## config.mk

```make
export PLATFORM = sky130hd
export DESIGN_NAME = uart_tx_frame_ctrl
export DESIGN_NICKNAME = d
export VERILOG_FILES = /design/src/rtl/uart_tx_frame_ctrl.sv
export SDC_FILE = /design/constraint.sdc
export NUM_CORES = 1
export LEC_CHECK = 0
export CORE_UTILIZATION = 45
export CTS_BUF_LIST = sky130_fd_sc_hd__clkbuf_8 sky130_fd_sc_hd__clkbuf_16
export CTS_CLUSTER_DIAMETER = 40
export DETAILED_ROUTE_END_ITERATION = 8
export PLACE_DENSITY = 0.69
export SLEW_MARGIN = 10
export SYNTH_ARGS = -nofsm -noshare
export SYNTH_HDL_FRONTEND = slang
export SYNTH_SLANG_ARGS = --single-unit
```

## constraint.sdc

```tcl
create_clock -name i_clk -period 1.8 [get_ports i_clk]
set_input_delay 0.45 -clock i_clk [delete_from_list [all_inputs] [get_ports i_clk]]
set_output_delay 0.45 -clock i_clk [all_outputs]
set_load 0.005 [all_outputs]
```

## src/rtl/uart_tx_frame_ctrl.sv

```systemverilog
// ============================================================================
// uart_tx_frame_ctrl
// ----------------------------------------------------------------------------
// UART transmit framing controller and serializer. One bit is sent per i_clk
// cycle: start bit (0), DATA_WIDTH data bits LSB first, an optional parity bit
// taken from the upstream parity stage, then a stop bit (1).
//
// Ports
//   i_clk         system clock, rising edge
//   i_rst_n       asynchronous active-low reset
//   i_Data_Valid  send request, honoured only in IDLE
//   i_P_DATA      parallel data, latched on accept
//   i_PAR_EN      parity enable, latched on accept
//   i_par_bit     parity bit from the parity stage, sampled in PARITY
//   o_TX_OUT      serial line, idle high
//   o_busy        high while a frame is on the line
//   o_done        one-cycle pulse during the stop bit
//
// State  | meaning
// -------+-----------------------------------------------------------------
// IDLE   | line high, waiting for i_Data_Valid
// START  | drive start bit (0), clear bit counter
// DATA   | drive data[bit_cnt], LSB first, DATA_WIDTH cycles
// PARITY | drive i_par_bit (only when latched PAR_EN = 1)
// STOP   | drive stop bit (1), pulse o_done
//
// Outputs are registered from the current state, so the line lags the state
// register by one cycle. IDLE is re-entered while the stop bit is still on
// the line; a request sampled on the edge where o_busy falls is therefore
// accepted and the next start bit follows a single idle cycle.
// ============================================================================
module uart_tx_frame_ctrl #(
    parameter int DATA_WIDTH = 8
) (
    input  logic                  i_clk,
    input  logic                  i_rst_n,
    input  logic                  i_Data_Valid,
    input  logic [DATA_WIDTH-1:0] i_P_DATA,
    input  logic                  i_PAR_EN,
    input  logic                  i_par_bit,
    output logic                  o_TX_OUT,
    output logic                  o_busy,
    output logic                  o_done
);

    localparam int CNT_W = (DATA_WIDTH > 1) ? $clog2(DATA_WIDTH) : 1;
    localparam logic [CNT_W-1:0] LAST_BIT = CNT_W'(DATA_WIDTH - 1);

    typedef enum logic [2:0] {
        IDLE   = 3'd0,
        START  = 3'd1,
        DATA   = 3'd2,
        PARITY = 3'd3,
        STOP   = 3'd4
    } state_t;

    state_t                state;
    logic [DATA_WIDTH-1:0] data_q;
    logic                  par_en_q;
    logic [CNT_W-1:0]      bit_cnt;

    always_ff @(posedge i_clk or negedge i_rst_n) begin
        if (!i_rst_n) begin
            state    <= IDLE;
            data_q   <= '0;
            par_en_q <= 1'b0;
            bit_cnt  <= '0;
            o_TX_OUT <= 1'b1;
            o_busy   <= 1'b0;
            o_done   <= 1'b0;
        end else begin
            case (state)
                IDLE: begin
                    o_TX_OUT <= 1'b1;
                    o_busy   <= 1'b0;
                    o_done   <= 1'b0;
                    if (i_Data_Valid) begin
                        data_q   <= i_P_DATA;
                        par_en_q <= i_PAR_EN;
                        state    <= START;
                    end
                end
                START: begin
                    o_TX_OUT <= 1'b0;
                    o_busy   <= 1'b1;
                    o_done   <= 1'b0;
                    bit_cnt  <= '0;
                    state    <= DATA;
                end
                DATA: begin
                    o_TX_OUT <= data_q[bit_cnt];
                    o_busy   <= 1'b1;
                    o_done   <= 1'b0;
                    if (bit_cnt == LAST_BIT) begin
                        bit_cnt <= '0;
                        state   <= par_en_q ? PARITY : STOP;
                    end else begin
                        bit_cnt <= bit_cnt + CNT_W'(1);
                    end
                end
                PARITY: begin
                    // parity stage output has been stable since accept
                    o_TX_OUT <= i_par_bit;
                    o_busy   <= 1'b1;
                    o_done   <= 1'b0;
                    state    <= STOP;
                end
                STOP: begin
                    o_TX_OUT <= 1'b1;
                    o_busy   <= 1'b1;
                    o_done   <= 1'b1;
                    state    <= IDLE;
                end
                default: begin
                    o_TX_OUT <= 1'b1;
                    o_busy   <= 1'b0;
                    o_done   <= 1'b0;
                    bit_cnt  <= '0;
                    state    <= IDLE;
                end
            endcase
        end
    end

endmodule
```

## Word-level counts from Yosys, hierarchy flattened

Index checks and enable logic that the tools add are counted.
Widths: inputs -> output; s select.

- Add/subtract/negate cells: 1
- Magnitude comparators: 1
- Eq/ne operators: 7
- Multiplexer cells: 11
- Reduce and logical (&&, ||, !) cells: 5

Operators with widths:

| cell | count |
|---|---|
| $mux 3 | 4 |
| $pmux 3 s4 | 1 |
| $eq 3x2->1 const B | 2 |
| $eq 3x3->1 const B | 2 |
| $pmux 3 s2 | 1 |
| $lt 3x4->1 const B | 1 |
| $ne 2x2->1 const B | 2 |
| $reduce_and 2->1 | 2 |
| $reduce_or 4->1 | 1 |
| $add 3x1->3 const B | 1 |
| $bmux 1 s3 | 1 |
| $eq 3x1->1 const B | 1 |
| $logic_not 3->1 | 1 |
| $mux 1 | 3 |
| $pmux 1 s3 | 1 |
| $reduce_or 3->1 | 1 |

- Register bits: 18
- Input bits: 13
- Output and inout port bits: 3
- Word-level logic and storage cells: 32

## Longest topological paths before layout

Gate-level depths: netlist of the first run.

- Depth in word-level cells: 3
- Depth in mapped cells: 5
- Gate-level depth less buffers: 5

## Least setup slack after synthesis of the first run

OpenSTA, ideal clock, no wires.

- Path kind: flip-flop to flip-flop
- From: register state[0]
- To: register data_q[0]
- Library setup time: 0.125 ns
- Arrival time: 1.355 ns
- Data required time: 1.675 ns
- Slack: 0.320 ns
- Stages on the path, launching flop included: 4
- Path buffers: 1
- Period minus slack after synthesis: 1.480 ns
- Cell sequence: dfrtp_1 buf_6 nor4b_4 mux2_2

- Cells in the longest elaborated chain, start to end: 2

RTL lines:

| what | line | source |
|---|---|---|
| start, declared | 57 | `state_t state;` |
| start signal, assigned | 96 | `state <= par_en_q ? PARITY : STOP;` |
| $logic_not 3->1 | 72 | `case (state)` |
| $reduce_and 2->1 (no source line) | - |  |
| end signal, assigned | 78 | `data_q <= i_P_DATA;` |
| end, declared | 58 | `logic [DATA_WIDTH-1:0] data_q;` |

Every way passes these cells.
A chain may end at the register's enable or synchronous reset.

## Worst setup path after layout of the first run

- From: register o_TX_OUT
- To: output port o_TX_OUT

RTL lines:

| what | line | source |
|---|---|---|
| start, declared | 41 | `output logic o_TX_OUT,` |
| start signal, assigned | 91 | `o_TX_OUT <= data_q[bit_cnt];` |
| start signal, assigned | 103 | `o_TX_OUT <= i_par_bit;` |

No word-level cell between the ends.

==> results of run 1 <==
report_power, final:
part / internal (mW) / leakage [nW] / switching (mW) / total (mW)
logic: 0.394 / 0.213 / 0.243 / 0.637
registers: 0.595 / 0.220 / 0.161 / 0.757
clock network: 0.194 / 0.0288 / 0.131 / 0.325
total: 1.18 / 0.462 / 0.535 / 1.72
flip-flops by register name, indices dropped and copies added (netlist names):
signal	cells
bit_cnt	3
data_q	8
o_TX_OUT	1
o_busy	1
o_done	1
par_en_q	1
state	3
layer usage:
metal  global-route usage [%]  up-vias
li1                         -      276
met1                     23.1      271
met2                     28.4       13
met3                     6.00        2
met4                     5.45        0
met5                        0        -
area by class of cell:
cell class                      instances  area (um2)  share of cell area (%)
Clock buffer                            4        55.1                    5.06
Inverter                                3        11.3                    1.03
Multi-Input combinational cell         41         359                    33.0
Sequential cell                        18         452                    41.5
Tap cell                               25        31.3                    2.87
Timing Repair Buffer                   19         180                    16.6
cells by family after synthesis:
| kind of cell | Yosys count |
|---|---|
| AO/OA/AOI/OAI | 12 |
| XOR/XNOR | 1 |
| adder cells (fa/ha/maj) | 2 |
| buffers and inverters | 6 |
| flip-flops | 18 |
| multiplexers | 12 |
| AND/OR/NAND/NOR | 14 |
cells in the final DEF, fill, tap and decap left out:
cell type / count
a21boi_0: 1
a21oi_1: 2
a22oi_1: 2
a31o_2: 1
a32oi_1: 1
and2_1: 1
and3_1: 2
buf_4: 4
clkbuf_8: 4
clkdlybuf4s50_1: 15
dfrtp_1: 17
dfstp_2: 1
ha_1: 2
inv_1: 3
mux2_2: 10
mux2i_1: 1
mux4_2: 1
nand2_1: 1
nand2b_1: 2
nand3_1: 1
nor2_1: 2
nor2b_1: 1
nor3_1: 3
nor4b_4: 1
o21ai_0: 1
o22ai_1: 1
o2bb2ai_1: 3
xnor2_1: 1
how the worst min path moves through the flow:
| stage | endpoint | startpoint | slack, ns | cells after the start |
|---|---|---|---|---|
| floorplan | bit_cnt[0] | i_rst_n | 0.15 | 0 |
| global route | bit_cnt[2] | i_rst_n | 0.48 | 1 |
| global placement | data_q[2] | data_q[2] | 0.48 | 1 |
| CTS | o_busy | i_rst_n | 0.48 | 1 |
| detailed placement | data_q[2] | data_q[2] | 0.49 | 1 |
| finish | bit_cnt[2] | i_rst_n | 0.46 | 1 |
worst register-to-register path: stages, from the launching register on:
cell and delay (ns):
dfrtp_1 0.47, nor4b_4 0.31, buf_4 0.20, mux2_2 0.34
through the flow:
stage	setup TNS [ns]	std cells	power (mW)	hold WS [ns]
6_report	0	110	1.72	0.465
2_1_floorplan	0	65	1.20	0.154
5_1_grt	0	110	1.84	0.483
3_5_place_dp	-0.179	106	1.40	0.490
4_1_cts	0	110	1.73	0.477
3_3_place_gp	-0.00886	106	1.38	0.485
==> metrics.md, run 1 <==
| Metric | Value |
|---|---|
| Antenna violations before repair | `0` |
| Initial Util | `about half` |
| Post-synthesis mux area share | `between 15 and 20%` |
| Total number of vias | `562` |
| Via density | `5.11` |
| Crit path depth | `1` |
| Postcts setup bufs | `0` |
| R2R cell count | `3` |
| Worst-Skew Late Latency | `roughly 0.25 ns` |
| Largest family of logic cells by synthesized area | `multiplexers` |
| Post-Syn Nets | `80` |
| Final setup vio count | `0` |
| Tightest Pin Transition | `between 0.4 and 0.5 ns` |
| Worst path cell trace | `clkdlybuf4s50_1` |
| Post-layout min period | `around 1.7 ns` |
| Period utilization | `94.3%` |
| VDD IR max | `around 0.0010 V` |
| CP Capture Type | `output pin` |
| Unique masters post-synth | `28` |
| P&R area growth vs syn | `29.1%` |
| Worst EP arrival | `1.25 ns` |
| WP buf/inv | `1` |
| Dominant cells by area after synthesis | `dfrtp_1, mux2_2, dfstp_2` |
| Clock Pin Slew Worst Setup and Hold Paths | `0.07 ns` |
| Pre-CTS WS | `-0.0417 ns` |
| H-tree depth | `1` |
| Hpwl dp | `1120 um` |
| DR top layer | `met4` |
| R2R Path End | `data_q[4]` |
| WL per Instance | `~13 um` |
| Synth Area in Adders | `under 10%` |
| Xor-xnor portion of the synthesized cell area | `1.04%` |
| Crit Path Category | `reg -> out` |
| Setup crit end | `o_TX_OUT` |
| Layout filler cell count | `132` |
| Reg2reg setup slack | `roughly 0.35 ns` |
| CP Max Fanout | `1` |
| Drt pass-1 iters | `3` |
| Seq/Total Area, Yosys | `between 50% and 60%` |
| Metal3 WL | `47 um` |
| EDFF count, synth | `0` |
| Routed WL | `roughly 1500 um` |
| CTS sink count | `18` |
| Final hold violation count | `0` |
| Syn avg cell area | `13.0 um2` |
| Core Util, Final | `between 60% and 70%` |
| Top-area cell type share of the netlist area | `about 50%` |
| Count leader, synth | `dfrtp_1` |
| Root Driver | `clkbuf_8` |
| Total CTS buffers | `3` |
| I/O pin count | `16` |
| Worst Setup Start Kind | `register` |
| Largest net degree at the start of global routing | `12` |
| Worst path required time | `between 1 and 1.5 ns` |
| N_diodes | `0` |
| Synthesized flop and latch total | `18` |
| CORE AREA | `~1700 um2` |
| Mapped Cells | `between 60 and 70` |
| Slowest cell on crit path | `dfstp_2` |
| Final Slew Violations | `0` |
| Vias in the first global route | `589` |
| PD cells | `around 1600 nW/um2` |
| Hold Crit Class | `in -> async` |
| Fraction of the mapped netlist area in compound gates | `10.4%` |
| RePlAce Congestion | `between 0.7 and 0.8` |
| Die Ht | `between 40 and 50 um` |
| Longest Clk Path Bufs | `2` |
| Largest delay contributor family on the critical path | `flip-flops` |
| Final Worst Setup Slack | `~0.10 ns` |
| Final Skew | `0.00735 ns` |
| Synth cell count leaders | `dfrtp_1, mux2_2, inv_1, nor3_1, o2bb2ai_1` |
| Overflow after GRT | `0` |
| Detailed Route Iter0 Violations | `2` |
| FMAX | `0.589 GHz` |
| Routed met2 length | `between 600 and 700 um` |
| Mapped cell area | `843 um2` |
| Yosys warnings | `0` |
| LEAKAGE | `roughly 0.46 nW` |
| RSZ-0062 raised after global routing | `no` |
| Met1 WL | `702 um` |
| Fraction of registers with async set/reset | `100%` |
| Max-cap check violation count | `0` |
| Primary FF master, synth | `dfrtp_1` |
| Slew HR | `between 70% and 80%` |
| Placed cell areas | `slightly above 1000 um2` |
| Layout cells sized above 1 | `between 20% and 30%` |
| Count of hold-fix buffers inserted at cts | `0` |
| Worst path max stage delay | `a little over 0.5 ns` |
| # port buffers | `15` |
| CTS tree | `done` |
| First-pass GRT wire length | `2590 um` |
| Number of gates resized after cts | `0` |
| Die Wd | `45.3 um` |
| Row count | `15` |
| Status | `completed` |
| Synth area leader | `dfrtp_1` |
| Post-route cell area | `approximately 1100 um2` |
| Simple-Gate Fraction of Synth Area | `between 10% and 20%` |
| Routed Antenna Nets | `0` |
| Area of the die | `~2000 um2` |
| Post-layout nets | `between 100 and 150` |
| DRC viols | `0` |
| Reg2reg start | `state[1]` |
| Tot GR Track Use | `approximately 18%` |
| Critical Path Source | `o_TX_OUT` |
Power figures use the tool's default switching activity.
==> inputs of run 2 (changes only) <==
--- a/config.mk
+++ b/config.mk
@@ -10,7 +10,7 @@
 export CTS_CLUSTER_DIAMETER = 40
 export DETAILED_ROUTE_END_ITERATION = 8
 export PLACE_DENSITY = 0.69
-export SLEW_MARGIN = 10
+export SLEW_MARGIN = 20
 export SYNTH_ARGS = -nofsm -noshare
 export SYNTH_HDL_FRONTEND = slang
 export SYNTH_SLANG_ARGS = --single-unit
==> results of run 2 <==
No change in the layout: final DEF, timing and power equal those of run 1.
